`config.mk`:
```
export PLATFORM = sky130hd
export DESIGN_NAME = sequence_gen
export DESIGN_NICKNAME = d
export VERILOG_FILES = /design/src/rtl/sequence_gen.sv
export SDC_FILE = /design/constraint.sdc
export NUM_CORES = 1
export LEC_CHECK = 0
export ABC_AREA = 1
export BUFFER_PORTS_ARGS = -buffer_cell sky130_fd_sc_hd__buf_2
export CORE_ASPECT_RATIO = 1.5
export CORE_UTILIZATION = 45
export DETAILED_ROUTE_END_ITERATION = 8
export PLACE_DENSITY_LB_ADDON = 0.1
export SLEW_MARGIN = 20
export SYNTH_ARGS = -nofsm -noshare
export SYNTH_HDL_FRONTEND = slang
export SYNTH_SLANG_ARGS = --single-unit
```
`constraint.sdc`:
```
create_clock -name clk -period 1.64 [get_ports clk]
set_clock_uncertainty 0.1 [all_clocks]
set_input_delay 0.164 -clock clk [delete_from_list [all_inputs] [get_ports clk]]
set_output_delay 0.164 -clock clk [all_outputs]
set_load 0.005 [all_outputs]
```
`src/rtl/sequence_gen.sv`:
```
// Serial pattern transmitter: sends a WIDTH-bit word (D_IN or PATTERN) one bit per clock, repeated REPEAT+1 times.
// Optional macro SEQ_GEN_PARITY_EN appends an even-parity bit after every word.
module sequence_gen #(
  parameter int unsigned      WIDTH     = 8,
  parameter logic [WIDTH-1:0] PATTERN   = WIDTH'(8'hD5),
  parameter bit               MSB_FIRST = 1'b0,
  parameter int unsigned      RPT_W     = 4
) (
  input  logic             clk,
  input  logic             rst_n,
  input  logic             start,
  input  logic             abort,
  input  logic             use_din,
  input  logic [WIDTH-1:0] d_in,
  input  logic [RPT_W-1:0] repeats,
  output logic             ser_out,
  output logic             ser_valid,
  output logic             busy,
  output logic             done
);

  localparam int unsigned CNT_W = (WIDTH > 1) ? $clog2(WIDTH) : 1;
  localparam logic [CNT_W-1:0] LAST_BIT = CNT_W'(WIDTH - 1);

  typedef enum logic [1:0] {
    IDLE  = 2'd0,
    SHIFT = 2'd1
`ifdef SEQ_GEN_PARITY_EN
    , PAR = 2'd2
`endif
  } state_t;

  state_t           state;
  logic [WIDTH-1:0] word;
  logic [WIDTH-1:0] sreg;
  logic [CNT_W-1:0] bit_cnt;
  logic [RPT_W-1:0] word_cnt;

  logic [WIDTH-1:0] start_word_c;
  logic             last_data_c;
  logic             word_end_c;

  // Bit that leaves first from a word, and the word with that bit consumed.
  function automatic logic lead(input logic [WIDTH-1:0] w);
    return MSB_FIRST ? w[WIDTH-1] : w[0];
  endfunction

  function automatic logic [WIDTH-1:0] advance(input logic [WIDTH-1:0] w);
    return MSB_FIRST ? (w << 1) : (w >> 1);
  endfunction

  assign start_word_c = use_din ? d_in : PATTERN;
  assign last_data_c  = (state == SHIFT) && (bit_cnt == LAST_BIT);
`ifdef SEQ_GEN_PARITY_EN
  assign word_end_c   = (state == PAR);
`else
  assign word_end_c   = last_data_c;
`endif

  always_ff @(posedge clk or negedge rst_n) begin
    if (!rst_n) begin
      state     <= IDLE;
      word      <= '0;
      sreg      <= '0;
      bit_cnt   <= '0;
      word_cnt  <= '0;
      ser_out   <= 1'b0;
      ser_valid <= 1'b0;
      busy      <= 1'b0;
      done      <= 1'b0;
    end else begin
      done <= 1'b0;
      if (state == IDLE) begin
        // Abort beats start when both arrive in IDLE.
        if (start && !abort) begin
          word      <= start_word_c;
          word_cnt  <= repeats;
          sreg      <= advance(start_word_c);
          ser_out   <= lead(start_word_c);
          bit_cnt   <= '0;
          ser_valid <= 1'b1;
          busy      <= 1'b1;
          state     <= SHIFT;
        end
      end else if (abort) begin
        state     <= IDLE;
        bit_cnt   <= '0;
        ser_out   <= 1'b0;
        ser_valid <= 1'b0;
        busy      <= 1'b0;
      end else if (word_end_c) begin
        if (word_cnt != '0) begin
          // Reload without a gap cycle; valid stays high.
          word_cnt <= word_cnt - RPT_W'(1);
          sreg     <= advance(word);
          ser_out  <= lead(word);
          bit_cnt  <= '0;
          state    <= SHIFT;
        end else begin
          state     <= IDLE;
          bit_cnt   <= '0;
          ser_out   <= 1'b0;
          ser_valid <= 1'b0;
          busy      <= 1'b0;
          done      <= 1'b1;
        end
`ifdef SEQ_GEN_PARITY_EN
      end else if (last_data_c) begin
        ser_out <= ^word;
        state   <= PAR;
`endif
      end else begin
        ser_out <= lead(sreg);
        sreg    <= advance(sreg);
        bit_cnt <= bit_cnt + CNT_W'(1);
      end
    end
  end

endmodule

```
==> reports/metrics.cfg, run 1 <==
[yosys]
ys_warn_count=0
synth_seq_area_share=0.455
synth_edf_count=0
ys_ff_latch=26
ys_types=25
synth.avg_cell_area_um2=7.70
netlist_instances=186
synth_area_mm2=0.00143
async_flop_share=1.00
syn_nets=206
yosys_most_used_dff=dfrtp_1

[detailed_routing]
routed-via-count=1217
m1WireLength_um=1320
wl_met3_um=113
viasPerCell=4.87
drtIter0Drc=15
drt-total-wl_um=2830
postRouteAntennaNets=0
routedWlPerCell_um=11.3
drc_errors=0
met2_length_um=1360
topRoutingLayerUsed=met4
dr.pass1.iters=4

[clock_network]
htree_num_levels=1
clk_pin_slew_worst_paths_ps=100
cts.sinks=26
tritoncts=built
cts_inserted_buffers=3
cts-root-buf=clkbuf_8
clock_path_buffers=2
clkLatencyLatePin_ps=280

[placed_design]
port_buffers=20
dpl_cell_area_mm2=0.00157
gp_congestion=0.749
pre_cts_ws_ps=33.6
dp_hpwl_um=2070

[worst_setup_path]
crit_path_end_kind=flip-flop
arrival_ps=1610
cp.required_ps=1710
crit_type=flip-flop to flip-flop
critPathMaxStageDelay_ps=390
cp_max_fo=15
cp_slowest_cell=dfrtp_1
path_common_cell=nand2_1
critPathLaunchType=flip-flop
cp_cell_sequence=ha_1 -> ha_2 -> buf_6 -> nand2_1 -> o21ai_1 -> nand2_1 -> o21ai_0 -> nand2_1 -> nand2_1

[final_layout]
drive_gt1_frac=0.218
post-route-cell-area_mm2=0.00167
area_growth_syn_to_layout_pct=16.4
n_antenna_cell=0
regArea_um2=652
multi_input_area_um2=671
n_fill_cell=282
nets=232

[pwr]
intPower_uw=1170
switching_share=0.320
p_sw_uw=553
ir_drop_uv=568
p_leak_uw=0.000875
powerDensity_mw_per_mm2=1040
p_comb_frac=0.259
seqPwrFrac=0.495
pwr-share-clk=0.246

[sta]
relSlewSlack=0.602
hold_violations=0
tns_ps=0
post-route-period-util=0.942
period_minus_slack_ps=1550
setup_ws_ps=94.9
max_slew.worst_pin.slew_ps=597
max_freq_mhz=647
slew_violations=0
rsz0062_at_grt=false
setup_viol=0

[floorplan]
die_area_mm2=0.00342
start_util=0.481
die_w_um=48.1
core_mm2=0.00297
pin_count=21
die_h_um=71.1
row_count=24

[global_routing]
antenna_found_initial=0
gr-total-overflow=0
grt_max_degree=27
grt_pass1_vias=1127
grt.total_usage=0.192
grt_pass1_wl_um=4780

[run_status]
status=finished clean

[min_path]
hold_class=input port to flip-flop

[run]
maxCapViolations=0

-- routing by layer --
| layer | GRT usage | up-vias |
|---|---|---|
| met4 | 0.0556 | 0 |
| met2 | 0.306 | 28 |
| met3 | 0.0306 | 4 |
| met1 | 0.262 | 554 |
| met5 | 0 | - |
| li1 | - | 631 |
-- final cells by class --
type,instances,share of cell area
tap,39,0.0293
clock buffer,4,0.0330
sequential,26,0.391
multi-input combinational,134,0.402
inverter,20,0.0473
timing repair buffer,27,0.0968
-- worst paths after layout --
path | to | depth (start not counted) | startpoint | slack, ps
max | sreg[2]$_DFFE_PN0P_ | 9 | bit_cnt[0]$_DFFE_PN0P_ | 90
min | word[1]$_DFFE_PN0P_ | 3 | d_in[1] | 50
max reg2reg | sreg[2]$_DFFE_PN0P_ | 9 | bit_cnt[0]$_DFFE_PN0P_ | 90
min reg2reg | word[4]$_DFFE_PN0P_ | 2 | word[4]$_DFFE_PN0P_ | 370
max in group asynchronous | state[0]$_DFFE_PN0P_ | 2 | rst_n | 690
min in group asynchronous | word[1]$_DFFE_PN0P_ | 2 | rst_n | 320
-- synth_stat cells, types with 2 or more instances --
cell type	number	share of area
inv_1	15	0.039
o21ai_1	11	0.038
ha_1	3	0.026
dfrtp_1	26	0.45
nand2_2	3	0.013
nor2_4	2	0.016
or2_1	3	0.013
nor2_1	12	0.031
inv_2	4	0.010
o21ai_0	9	0.031
nand3_1	12	0.042
buf_6	2	0.016
buf_2	3	0.010
nand2_1	69	0.18
a22o_1	2	0.012
-- state kept, by name (all words and copies together), names as in the netlist --
| name | flops |
|---|---|
| word_cnt | 4 |
| bit_cnt | 3 |
| sreg | 7 |
| word | 8 |
| state | 1 |
| ser_out | 1 |
| busy | 1 |
| done | 1 |
-- power groups by stage --
stage          registers (uW)  logic, uW  clock network, uW
6_report                  855        448                424
5_1_grt                   876        519                458
3_3_place_gp              864        422                  0
2_1_floorplan             840        334                  0
3_5_place_dp              869        432                  0
4_1_cts                   857        439                434
-- repair_timing --
item,CTS,global route
setup buffers,0,1
setup endpoints to repair,1,7
hold buffers,2,0
hold endpoints to repair,27,0
gates resized for setup,1,6
-- metrics by stage --
stage	std cells	power [uW]	hold slack (ps)	util
after floorplan	186	1170	-232	-
after global placement	243	1290	100	0.527
after global routing	250	1850	53.9	0.561
final	250	1730	47.8	0.561
after detailed placement	243	1300	106	0.527
after CTS	249	1730	46.4	0.553
-- cell usage in the layout, fill, tap and decap left out, types with 2 or more instances in the layout --
master	Yosys	routed
nand3_1	12	12
nor2_1	12	12
dlygate4sd3_1	0	2
nor2_4	2	2
nand2_1	69	69
inv_1	15	15
or2_1	3	3
o21ai_1	11	12
ha_1	3	2
dfrtp_1	26	25
buf_2	3	20
a22o_1	2	2
clkbuf_8	0	4
nand2_2	3	3
buf_4	1	4
o21ai_0	9	8
inv_2	4	3
nand2_8	1	2
-- logic make-up after synthesis --
group | share of synthesized area
simple gates | 0.344
buf+inv | 0.0848
flops | 0.455
compound gates | 0.0909
fa+ha+maj | 0.0262
-- worst max-delay path, delay by kind of cell (launching register included) --
| family | cells | cell delay, ps |
|---|---|---|
| flops | 1 | 390 |
| fa+ha+maj | 2 | 400 |
| simple gates | 4 | 250 |
| buf+inv | 1 | 150 |
| compound gates | 2 | 150 |
Power figures use the tool's default switching activity.
==> run 2: changes to the inputs <==
CORE_MARGIN = 2   (was default)
==> reports/metrics.cfg, run 2 (synthesized netlist as in run 1, its figures left out) <==
[pwr]
power_uw=1740
ir_drop_uv=676
p_leak_uw=0.000888
powerDensity_mw_per_mm2=1020

[clock_network]
cts.sinks=26
clk_pin_slew_worst_paths_ps=90
cts-root-buf=clkbuf_8
htree_num_levels=1
cts_inserted_buffers=3
clock_path_buffers=2
tritoncts=built
clkLatencyLatePin_ps=270

[sta]
max_slew.worst_pin.slew_ps=581
period_minus_slack_ps=1520
setup_viol=0
post-route-period-util=0.928
hold_violations=0
relSlewSlack=0.613
setup_ws_ps=118
slew_violations=0
max_freq_mhz=657

[floorplan]
pin_count=21
row_count=25
start_util=0.462
core_mm2=0.00310
die_w_um=50.1
die_area_mm2=0.00366
die_h_um=73.1

[detailed_routing]
routedWlPerCell_um=12.1
routed-via-count=1234
dr.pass1.iters=4
drt-total-wl_um=3070
postRouteAntennaNets=0
drc_errors=0
viasPerCell=4.86
drtIter0Drc=30

[final_layout]
final_common_cell=nand2_1
n_antenna_cell=0
nets=235
final_cell_mix=nand2_1 (69), dfrtp_1 (26), buf_2 (20)
reg_top3=word (8), sreg (7), word_cnt (4)
area_growth_syn_to_layout_pct=19.5
largest_reg_flops=8
largest-register=word
drive_gt1_frac=0.229

[worst_setup_path]
reg2reg_depth=9
rrSetupSlack_ps=120
worstSetupEndpoint=sreg[5]$_DFFE_PN0P_
crit_type=flip-flop to flip-flop
arrival_ps=1590
r2r-start=bit_cnt[0]$_DFFE_PN0P_
cp_slowest_cell=dfrtp_1
path_depth=9
cp.required_ps=1710
critPathBufInv=1
cp_cell_sequence=ha_2 -> ha_4 -> nand2_2 -> inv_4 -> nand3_4 -> nand2_8 -> nand2_8 -> nand2_1 -> nand2_1
cp_max_fo=8
path_delay_family=simple AND/OR/NAND/NOR gates
crit_path_end_kind=flip-flop
timing.rr.end=sreg[5]$_DFFE_PN0P_
critPathLaunchType=flip-flop
critical_path.startpoint=bit_cnt[0]$_DFFE_PN0P_
critPathMaxStageDelay_ps=370

[placed_design]
pre_cts_ws_ps=14.6
dp_hpwl_um=2260
gp_congestion=0.769
port_buffers=20

[run_status]
status=finished clean

[min_path]
hold_class=input port to flip-flop

[run]
maxCapViolations=0

[global_routing]
grt.total_usage=0.191
grt_max_degree=27
antenna_found_initial=0
gr-total-overflow=0
grt_pass1_wl_um=5400
grt_pass1_vias=1246

## run 2: repair_timing
item | CTS | global route
cloned | 0 | 1
setup endpoints to repair | 1 | 10
hold buffers | 2 | 0
setup buffers | 1 | 2
resized for setup | 0 | 11
pin swaps | 0 | 2
endpoints found under the hold margin | 27 | 0
## run 2: layout make-up
| type | instances | area, um^2 |
|---|---|---|
| fill | 314 | 1390 |
| multi-input combinational | 135 | 694 |
| sequential | 26 | 651 |
| timing repair buffer | 29 | 180 |
| inverter | 20 | 80.1 |
| clock buffer | 4 | 55.1 |
| tap | 40 | 50.0 |
## run 2: worst register-to-register path, stage by stage, from the launching register on
cell     delay, ps
dfrtp_1        370
ha_2           200
ha_4           150
nand2_2         80
inv_4           90
nand3_4        120
nand2_8        130
nand2_8         70
nand2_1         70
nand2_1         50
## run 2: stage by stage
step	setup TNS [ps]	area, um^2	utilization	cells	hold WS, ps
3_5_place_dp	0	1570	0.506	244	97.7
6_report	0	1710	0.552	254	55.4
5_1_grt	-8.02	1710	0.552	254	76.7
2_1_floorplan	0	1430	-	186	-232
4_1_cts	0	1650	0.533	251	52.5
3_3_place_gp	0	1570	0.506	244	96.5
## run 2: worst min-delay path by stage
stage,endpoint,slack [ps],from,cells past startpoint
2_1_floorplan,bit_cnt[0]$_DFFE_PN0P_,-230,rst_n,0
3_3_place_gp,bit_cnt[1]$_DFFE_PN0P_,100,rst_n,1
3_5_place_dp,bit_cnt[2]$_DFFE_PN0P_,100,rst_n,1
4_1_cts,word[5]$_DFFE_PN0P_,50,d_in[5],3
5_1_grt,word[1]$_DFFE_PN0P_,80,d_in[1],3
6_report,word[5]$_DFFE_PN0P_,60,d_in[5],3
## run 2: routing by layer
layer | wire (um) | GRT usage
met5 | 0 | 0
met4 | 23 | 0.0741
met3 | 125 | 0.0246
met2 | 1600 | 0.338
met1 | 1320 | 0.231
## run 2: power breakdown
part | switching [uW] | internal (uW) | total (uW)
logic | 261 | 197 | 458
registers | 90.7 | 767 | 858
clock network | 206 | 215 | 421
total | 558 | 1180 | 1740
